==> src/rtl/cache_pkg.sv <==
//------------------------------------------------------------------------------
// Module      : cache_pkg
// Description : Shared definitions for the direct-mapped write-back cache
//               controller. Holds the controller state encoding, default
//               width constants and helpers that locate the tag, line-index
//               and word-offset fields inside a byte address.
// Revision    : 1.0 - initial release
//------------------------------------------------------------------------------
`default_nettype none

package cache_pkg;

    // Default widths. The tag width must agree with the storage block.
    localparam int c_word_bits        = 32;
    localparam int c_addr_bits        = 32;
    localparam int c_tag_bits         = 22;
    localparam int c_word_bytes_width = 2;
    localparam int c_line_words_width = 2;

    typedef enum logic [1:0] {
        S_IDLE = 2'd0,
        S_BACK = 2'd1,
        S_FILL = 2'd2
    } ctrl_state_e;

    // Address layout, MSB to LSB: {tag, index, word offset, byte offset}.

    // Lowest bit of the word-offset field.
    function automatic int word_lsb(input int word_bytes_width);
        return word_bytes_width;
    endfunction

    // Lowest bit of the line-index field.
    function automatic int index_lsb(input int line_words_width,
                                     input int word_bytes_width);
        return line_words_width + word_bytes_width;
    endfunction

    // Lowest bit of the tag field (the index field ends just below it).
    function automatic int tag_lsb(input int addr_bits, input int tag_bits);
        return addr_bits - tag_bits;
    endfunction

endpackage

`default_nettype wire

==> src/rtl/cache_ctrl.sv <==
//------------------------------------------------------------------------------
// Module      : cache_ctrl
// Description : FSM sequencing a direct-mapped write-back cache storage block
//               between the CPU data port and a handshake main memory.
//               Hits are served combinationally; a miss stalls the CPU, writes
//               back a dirty victim word by word, refills the line and then
//               retries the access from S_IDLE.
// Ports       : clk, rst                     - clock, sync active-high reset
//               cpu_req/we/addr/din/dout     - CPU data port
//               cpu_stall                    - CPU must hold request while high
//               cache_addr/din               - storage address / write data
//               cache_store/edit/invalid     - storage controls
//               cache_hit/valid/dirty/tag/dout - storage status and data
//               mem_cs/we/addr/dout          - memory request
//               mem_din/ack                  - memory response
// Revision    : 1.0 - initial release
//------------------------------------------------------------------------------
`default_nettype none

module cache_ctrl
    import cache_pkg::*;
#(
    parameter int WORD_BITS        = c_word_bits,
    parameter int ADDR_BITS        = c_addr_bits,
    parameter int TAG_BITS         = c_tag_bits,
    parameter int WORD_BYTES_WIDTH = c_word_bytes_width,
    parameter int LINE_WORDS_WIDTH = c_line_words_width
) (
    input  logic                 clk,
    input  logic                 rst,
    input  logic                 cpu_req,
    input  logic                 cpu_we,
    input  logic [ADDR_BITS-1:0] cpu_addr,
    input  logic [WORD_BITS-1:0] cpu_din,
    output logic [WORD_BITS-1:0] cpu_dout,
    output logic                 cpu_stall,
    output logic [ADDR_BITS-1:0] cache_addr,
    output logic [WORD_BITS-1:0] cache_din,
    output logic                 cache_store,
    output logic                 cache_edit,
    output logic                 cache_invalid,
    input  logic                 cache_hit,
    input  logic                 cache_valid,
    input  logic                 cache_dirty,
    input  logic [TAG_BITS-1:0]  cache_tag,
    input  logic [WORD_BITS-1:0] cache_dout,
    output logic                 mem_cs,
    output logic                 mem_we,
    output logic [ADDR_BITS-1:0] mem_addr,
    output logic [WORD_BITS-1:0] mem_dout,
    input  logic [WORD_BITS-1:0] mem_din,
    input  logic                 mem_ack
);

    localparam int c_tag_lsb    = tag_lsb(ADDR_BITS, TAG_BITS);
    localparam int c_index_lsb  = index_lsb(LINE_WORDS_WIDTH, WORD_BYTES_WIDTH);
    localparam int c_index_bits = c_tag_lsb - c_index_lsb;

    localparam logic [LINE_WORDS_WIDTH-1:0] c_cnt_one  = 1;
    localparam logic [LINE_WORDS_WIDTH-1:0] c_cnt_zero = '0;

    ctrl_state_e                 r_state;
    ctrl_state_e                 w_state_next;
    logic [LINE_WORDS_WIDTH-1:0] r_cnt;
    logic [LINE_WORDS_WIDTH-1:0] w_cnt_next;

    logic [c_index_bits-1:0]     w_index;
    logic [TAG_BITS-1:0]         w_cpu_tag;
    logic [ADDR_BITS-1:0]        w_back_addr;
    logic [ADDR_BITS-1:0]        w_fill_addr;
    logic                        w_last_word;

    assign w_index     = cpu_addr[c_tag_lsb-1 -: c_index_bits];
    assign w_cpu_tag   = cpu_addr[ADDR_BITS-1 -: TAG_BITS];
    // Victim lines are written back under the stored tag, refills use the
    // CPU tag; both walk the line with the beat counter.
    assign w_back_addr = {cache_tag, w_index, r_cnt, {WORD_BYTES_WIDTH{1'b0}}};
    assign w_fill_addr = {w_cpu_tag, w_index, r_cnt, {WORD_BYTES_WIDTH{1'b0}}};
    assign w_last_word = &r_cnt;

    assign cpu_dout      = cache_dout;
    // Reserved for a future flush command.
    assign cache_invalid = 1'b0;

    always_ff @(posedge clk) begin
        if (rst) begin
            r_state <= S_IDLE;
            r_cnt   <= c_cnt_zero;
        end else begin
            r_state <= w_state_next;
            r_cnt   <= w_cnt_next;
        end
    end

    always_comb begin
        w_state_next = r_state;
        w_cnt_next   = r_cnt;
        cpu_stall    = 1'b0;
        cache_addr   = cpu_addr;
        cache_din    = cpu_din;
        cache_store  = 1'b0;
        cache_edit   = 1'b0;
        mem_cs       = 1'b0;
        mem_we       = 1'b0;
        mem_addr     = w_fill_addr;
        mem_dout     = cache_dout;

        case (r_state)
            S_IDLE: begin
                if (cpu_req) begin
                    if (cache_hit) begin
                        // Also completes a write miss on its retry cycle.
                        cache_edit = cpu_we;
                    end else begin
                        cpu_stall    = 1'b1;
                        w_cnt_next   = c_cnt_zero;
                        w_state_next = (cache_valid && cache_dirty) ? S_BACK : S_FILL;
                    end
                end
            end

            S_BACK: begin
                cpu_stall  = 1'b1;
                mem_cs     = 1'b1;
                mem_we     = 1'b1;
                mem_addr   = w_back_addr;
                cache_addr = w_back_addr;
                if (mem_ack) begin
                    // Counter wraps to zero on the last beat, ready for the fill.
                    w_cnt_next = r_cnt + c_cnt_one;
                    if (w_last_word) begin
                        w_state_next = S_FILL;
                    end
                end
            end

            S_FILL: begin
                cpu_stall  = 1'b1;
                mem_cs     = 1'b1;
                mem_addr   = w_fill_addr;
                cache_addr = w_fill_addr;
                if (mem_ack) begin
                    cache_store = 1'b1;
                    cache_din   = mem_din;
                    w_cnt_next  = r_cnt + c_cnt_one;
                    if (w_last_word) begin
                        w_state_next = S_IDLE;
                    end
                end
            end

            default: begin
                w_state_next = S_IDLE;
                w_cnt_next   = c_cnt_zero;
            end
        endcase
    end

endmodule

`default_nettype wire

==> config.mk <==
export PLATFORM = sky130hd
export DESIGN_NAME = cache_ctrl
export DESIGN_NICKNAME = d
export VERILOG_FILES = /design/src/rtl/cache_pkg.sv /design/src/rtl/cache_ctrl.sv
export SDC_FILE = /design/constraint.sdc
export NUM_CORES = 1
export LEC_CHECK = 0
export ABC_AREA = 1
export ABC_CLOCK_PERIOD_IN_PS = 2300
export CAP_MARGIN = 20
export CORE_AREA = 2 2 125 127
export DETAILED_ROUTE_END_ITERATION = 7
export DIE_AREA = 0 0 127 129
export GPL_ROUTABILITY_DRIVEN = 0
export SLEW_MARGIN = 25
export SYNTH_ARGS = -nofsm -noshare
export SYNTH_HDL_FRONTEND = slang
export SYNTH_SLANG_ARGS = --single-unit
==> constraint.sdc <==
create_clock -name clk -period 2.3 [get_ports clk]
set_input_delay 0.575 -clock clk [delete_from_list [all_inputs] [get_ports clk]]
set_output_delay 0.575 -clock clk [all_outputs]
set_load 0.01 [all_outputs]
# After elaboration in Yosys (flattened, before gate mapping)
# Cells that the tools add are included.
# Widths: inputs -> output; s select.
[word_totals] reg_bits=4 inputBits=158 wordCells=44
[classes] add_sub_neg=1 n_eq_ne=9 n_mux=26 n_reduce_logical=6
[ops] cell="$mux 32" n=3
[ops] cell="$pmux 32 s2" n=1
[ops] cell="$mux 2" n=10
[ops] cell="$ne 2x2->1 const B" n=6
[ops] cell="$mux 1" n=9
[ops] cell="$pmux 2 s3" n=1
[ops] cell="$reduce_and 6->1" n=1
[ops] cell="$pmux 2 s2" n=1
[ops] cell="$reduce_and 3->1" n=1
[ops] cell="$add 2x1->2 const B" n=1
[ops] cell="$eq 2x1->1 const B" n=1
[ops] cell="$eq 2x2->1 const B" n=1
[ops] cell="$logic_not 2->1" n=1
[ops] cell="$ne 2x1->1 const B" n=1
[ops] cell="$pmux 1 s2" n=1
[ops] cell="$reduce_and 2->1" n=1
[ops] cell="$reduce_or 2->1" n=1
[ops] cell="$logic_and 1x1->1" n=1

# Depth between registers and ports, before layout
[depth] word_depth=5 mapped_depth=8 mapped_depth_nobuf=7

# Least setup slack after synthesis
# OpenSTA, ideal clock, no wires.
[synth_timing] path_kind="register to output" from="register r_state[0]" to="output port cache_addr[12]" arrival_time_ns=1.448 required_time_ns=1.725 setup_slack_ns=0.277 stages_incl_launch_ff=6 n_path_buf=1 path_cell_list="dfxtp_1 -> inv_1 -> ha_1 -> inv_2 -> clkbuf_1 -> o22ai_1"
[synth_between] elab_chain_len=2 word_cells_on_any_way=3 classes_between="2 x eq/ne; 1 x mux"
[synth_lines] item="from (decl)" line_no="cache_ctrl.sv:62" text="ctrl_state_e r_state;"
[synth_lines] item="from (signal assigned)" line_no="cache_ctrl.sv:90" text="r_state <= w_state_next;"
[synth_lines] item="$eq 2x2->1 / $eq 2x1->1 (equally long branches)" line_no="cache_ctrl.sv:108" text="case (r_state)"
[synth_lines] item="$pmux 32 s2 (*)" line_no="cache_ctrl.sv:108"
[synth_lines] item="to (decl)" line_no="cache_ctrl.sv:37" text="output logic [ADDR_BITS-1:0] cache_addr,"
# Mark *: on every way between the ends. The rest lies on a longest branch, timed or not.

# Worst setup path in the final report
[layout_timing] from="register r_state[1]" to="output port cpu_stall"
[layout_between] elab_chain_len=3 word_cells_on_any_way=5 classes_between="2 x eq/ne; 1 x mux; 2 x reduce/logical"
[layout_lines] item="$eq 2x2->1 / $eq 2x1->1 (equally long branches)" line_no="cache_ctrl.sv:108"
[layout_lines] item="$reduce_or 2->1 (no line)"
[layout_lines] item="$pmux 1 s2 (*)" line_no="cache_ctrl.sv:108"
[layout_lines] item="to (decl)" line_no="cache_ctrl.sv:36" text="output logic cpu_stall,"
# Marked as above.

==> flow_metrics.env <==
export IMPL_synth_distinct_cells=17
export IMPL_fp_row_count=45
export IMPL_area_growth_pct=115.7
export IMPL_dp_hpwl_um=7158
export IMPL_cap_violations=0
export IMPL_diodes=0
export IMPL_p_leak_nw=2.080
export IMPL_grt_pass1_vias=2448
export IMPL_drt_pass1_iter_count=4
export IMPL_overflow=0
export IMPL_path_class="reg2out"
export IMPL_track_usage_pct=9.881
export IMPL_ys_ff_latch=4
export IMPL_cts_buffer_depth=2
export IMPL_netlist_instances=343
export IMPL_route_vias_total=2579
export IMPL_routedWlPerCell_um=13.26
export IMPL_setup_ws_ps=59.56
export IMPL_synth_area_top_cells="buf_4, nand2_1, o22ai_1, o21ai_0, inv_1"
export IMPL_dp_slack_ps=-650.8
export IMPL_yosys_area_top_type="buf_4"
export IMPL_critical_path_required_ps=1730
export IMPL_vias_per_cell=3.793
export IMPL_nNetsFinal=658
export IMPL_cts_root_buf="clkbuf_16"
export IMPL_clk_pin_slew_ps=30
export IMPL_io_buffers=206
export IMPL_core_area_sq_um=14980
export IMPL_fillers=1696
export IMPL_yosys_area_share_xor_xnor_pct=0
export IMPL_synth_edff_count=0
export IMPL_grt_pass1_wl_um=12950
export IMPL_dpl_cell_count=670
export IMPL_fin_util_pct=26.22
export IMPL_path_max_fanout=24
export IMPL_crit_path_start="r_state[1]$_SDFFE_PP0P_"
export IMPL_cp_start_kind="flop"
export IMPL_drt_wl_total_um=9017
export IMPL_ir_drop_mv=0.4484
export IMPL_hold_violations=0
export IMPL_detail_route_antenna_nets=0
export IMPL_route_detailed_drc=0
export IMPL_die_w_um=127
export IMPL_holdCritPathClass="reg2reg"
export IMPL_seq_area_sq_um=85.08
export IMPL_grt_start_max_net_pins=25
export IMPL_drive_gt1_share_pct=16.06
export IMPL_design_die_area_sq_um=16380
export IMPL_ys_seq_area_share_pct=4.399
export IMPL_period_share_pct=97.41
export IMPL_ys_async_sr_fraction_pct=0
export IMPL_cts_sinks=4
export IMPL_fmax_mhz=446.3
export IMPL_yosys_warnings=0
export IMPL_setup_viol=0
export IMPL_outcome="finished clean"
export IMPL_final_cells=680
export IMPL_multi_input_area_sq_um=1062
export IMPL_whs_ps=554.5
export IMPL_fin_skew_ps=1.207
export IMPL_antenna_found_initial=0
export IMPL_drv_slew=0
export IMPL_ios=324
export IMPL_critPathArrivalTime_ps=1670
export IMPL_muxShareOfSynthArea_pct=0
export IMPL_synth_compound_area_share_pct=15.12
export IMPL_synth_top_family_by_area="buffers and inverters"
export IMPL_syn_area_sq_um=1820
export IMPL_synth_simple_area_share_pct=33.06
export IMPL_cts_tree="done"
export IMPL_ys_flop_type="dfxtp_1"
export IMPL_synth_top_area_share_pct=32.99
export IMPL_numCtsBuffers=3
export IMPL_synth_area_per_cell_sq_um=5.308
export IMPL_yosys_top_cells_count="nand2_1, buf_4, inv_1, o21ai_0, o22ai_1"
export IMPL_die_h_um=129
export IMPL_htreeDepth=1
export IMPL_min_from="r_cnt[1]$_SDFFE_PP0P_"
export IMPL_powerDensity_nw_per_um2=905.2
export IMPL_cp_end_kind="primary output"
export IMPL_finalCriticalPeriod_ps=2240
export IMPL_ff2ff_setup_slack_ps=540
export IMPL_synth_fa_ha_area_share_pct=4.124
export IMPL_yosys_cell_count_top_type="nand2_1"
export IMPL_r2r_start="r_state[0]$_SDFFE_PP0P_"
export IMPL_initial_core_util_pct=12.16
export IMPL_first_iter_violations=101
export IMPL_clock_latency_ps=220
[per-layer routing]
metal	vias up	GRT usage (%)	share of wire [%]
li1	1282	-	-
met5	-	0	0
met2	196	17.36	46
met3	17	4.948	14
met4	0	1.551	1.6
met1	1084	10.99	38
[layout make-up]
| class | count | share of cell area (%) |
|---|---|---|
| Timing Repair Buffer | 238 | 59.70 |
| Tap cell | 188 | 5.989 |
| Sequential cell | 4 | 2.166 |
| Inverter | 32 | 3.186 |
| Clock buffer | 3 | 1.911 |
| Multi-Input combinational cell | 215 | 27.05 |
[final timing paths]
path,end,cells after the start
worst min register to register,r_cnt[1]$_SDFFE_PP0P_,2
worst max register to register,r_state[1]$_SDFFE_PP0P_,8
worst min-delay path,r_cnt[1]$_SDFFE_PP0P_,2
worst max-delay path,cpu_stall,7
[kinds of logic (layout without fill, tap and decap cells)]
kind of cell	count (synthesis)	in the layout
compound gates	49	49
other cells	1	3
simple gates	157	157
buf+inv	126	273
fa+ha+maj	6	6
flops	4	4
[through the flow]
stage / area [sq um] / power (mW) / setup TNS [ps]
3_3_place_gp: 3699 / 3.123 / -22030
6_report: 3928 / 3.555 / 0
2_1_floorplan: 1828 / 1.455 / 0
3_5_place_dp: 3699 / 3.114 / -24050
4_1_cts: 3792 / 3.490 / -3966
5_1_grt: 3928 / 3.846 / -1.873
[cells in the final DEF, fill, tap and decap left out, types with 2 or more instances in the layout]
master	n
ha_4	3
o21ai_0	22
nand2_1	138
dfxtp_1	2
nand3_1	5
dlygate4sd2_1	35
o22ai_2	4
dlymetal6s2s_1	24
clkdlybuf4s15_1	2
buf_6	4
nor2_1	10
buf_2	22
clkdlybuf4s50_1	120
a21oi_1	3
inv_2	2
buf_12	4
inv_1	28
bufbuf_16	2
inv_4	2
conb_1	3
ha_1	2
clkbuf_16	3
buf_4	21
o22ai_1	17
[repair_timing]
item,CTS,global route
pin swaps,3,1
cloned,3,0
setup endpoints to repair,84,46
setup buffers,3,1
hold buffers,0,0
resized for setup,151,43
[worst max-delay path, cell delays in order (launching register included)]
cell	delay, ps
dfxtp_4	370
inv_4	60
ha_4	260
inv_2	40
buf_4	130
buf_12	150
a21oi_1	150
clkdlybuf4s15_1	260
[state kept, by name, summed over array words and instances, names as in the netlist]
register and cells:
r_cnt 2, r_state 2
[report_power, final]
| part | total, mW | switching [mW] | internal, mW | leakage, nW |
|---|---|---|---|---|
| clock network | 0.266 | 0.0443 | 0.222 | 0.0370 |
| logic | 3.15 | 1.50 | 1.65 | 2.01 |
| registers | 0.142 | 0.0368 | 0.105 | 0.0341 |
| total | 3.56 | 1.58 | 1.98 | 2.08 |
(Power assumes the default switching activity.)
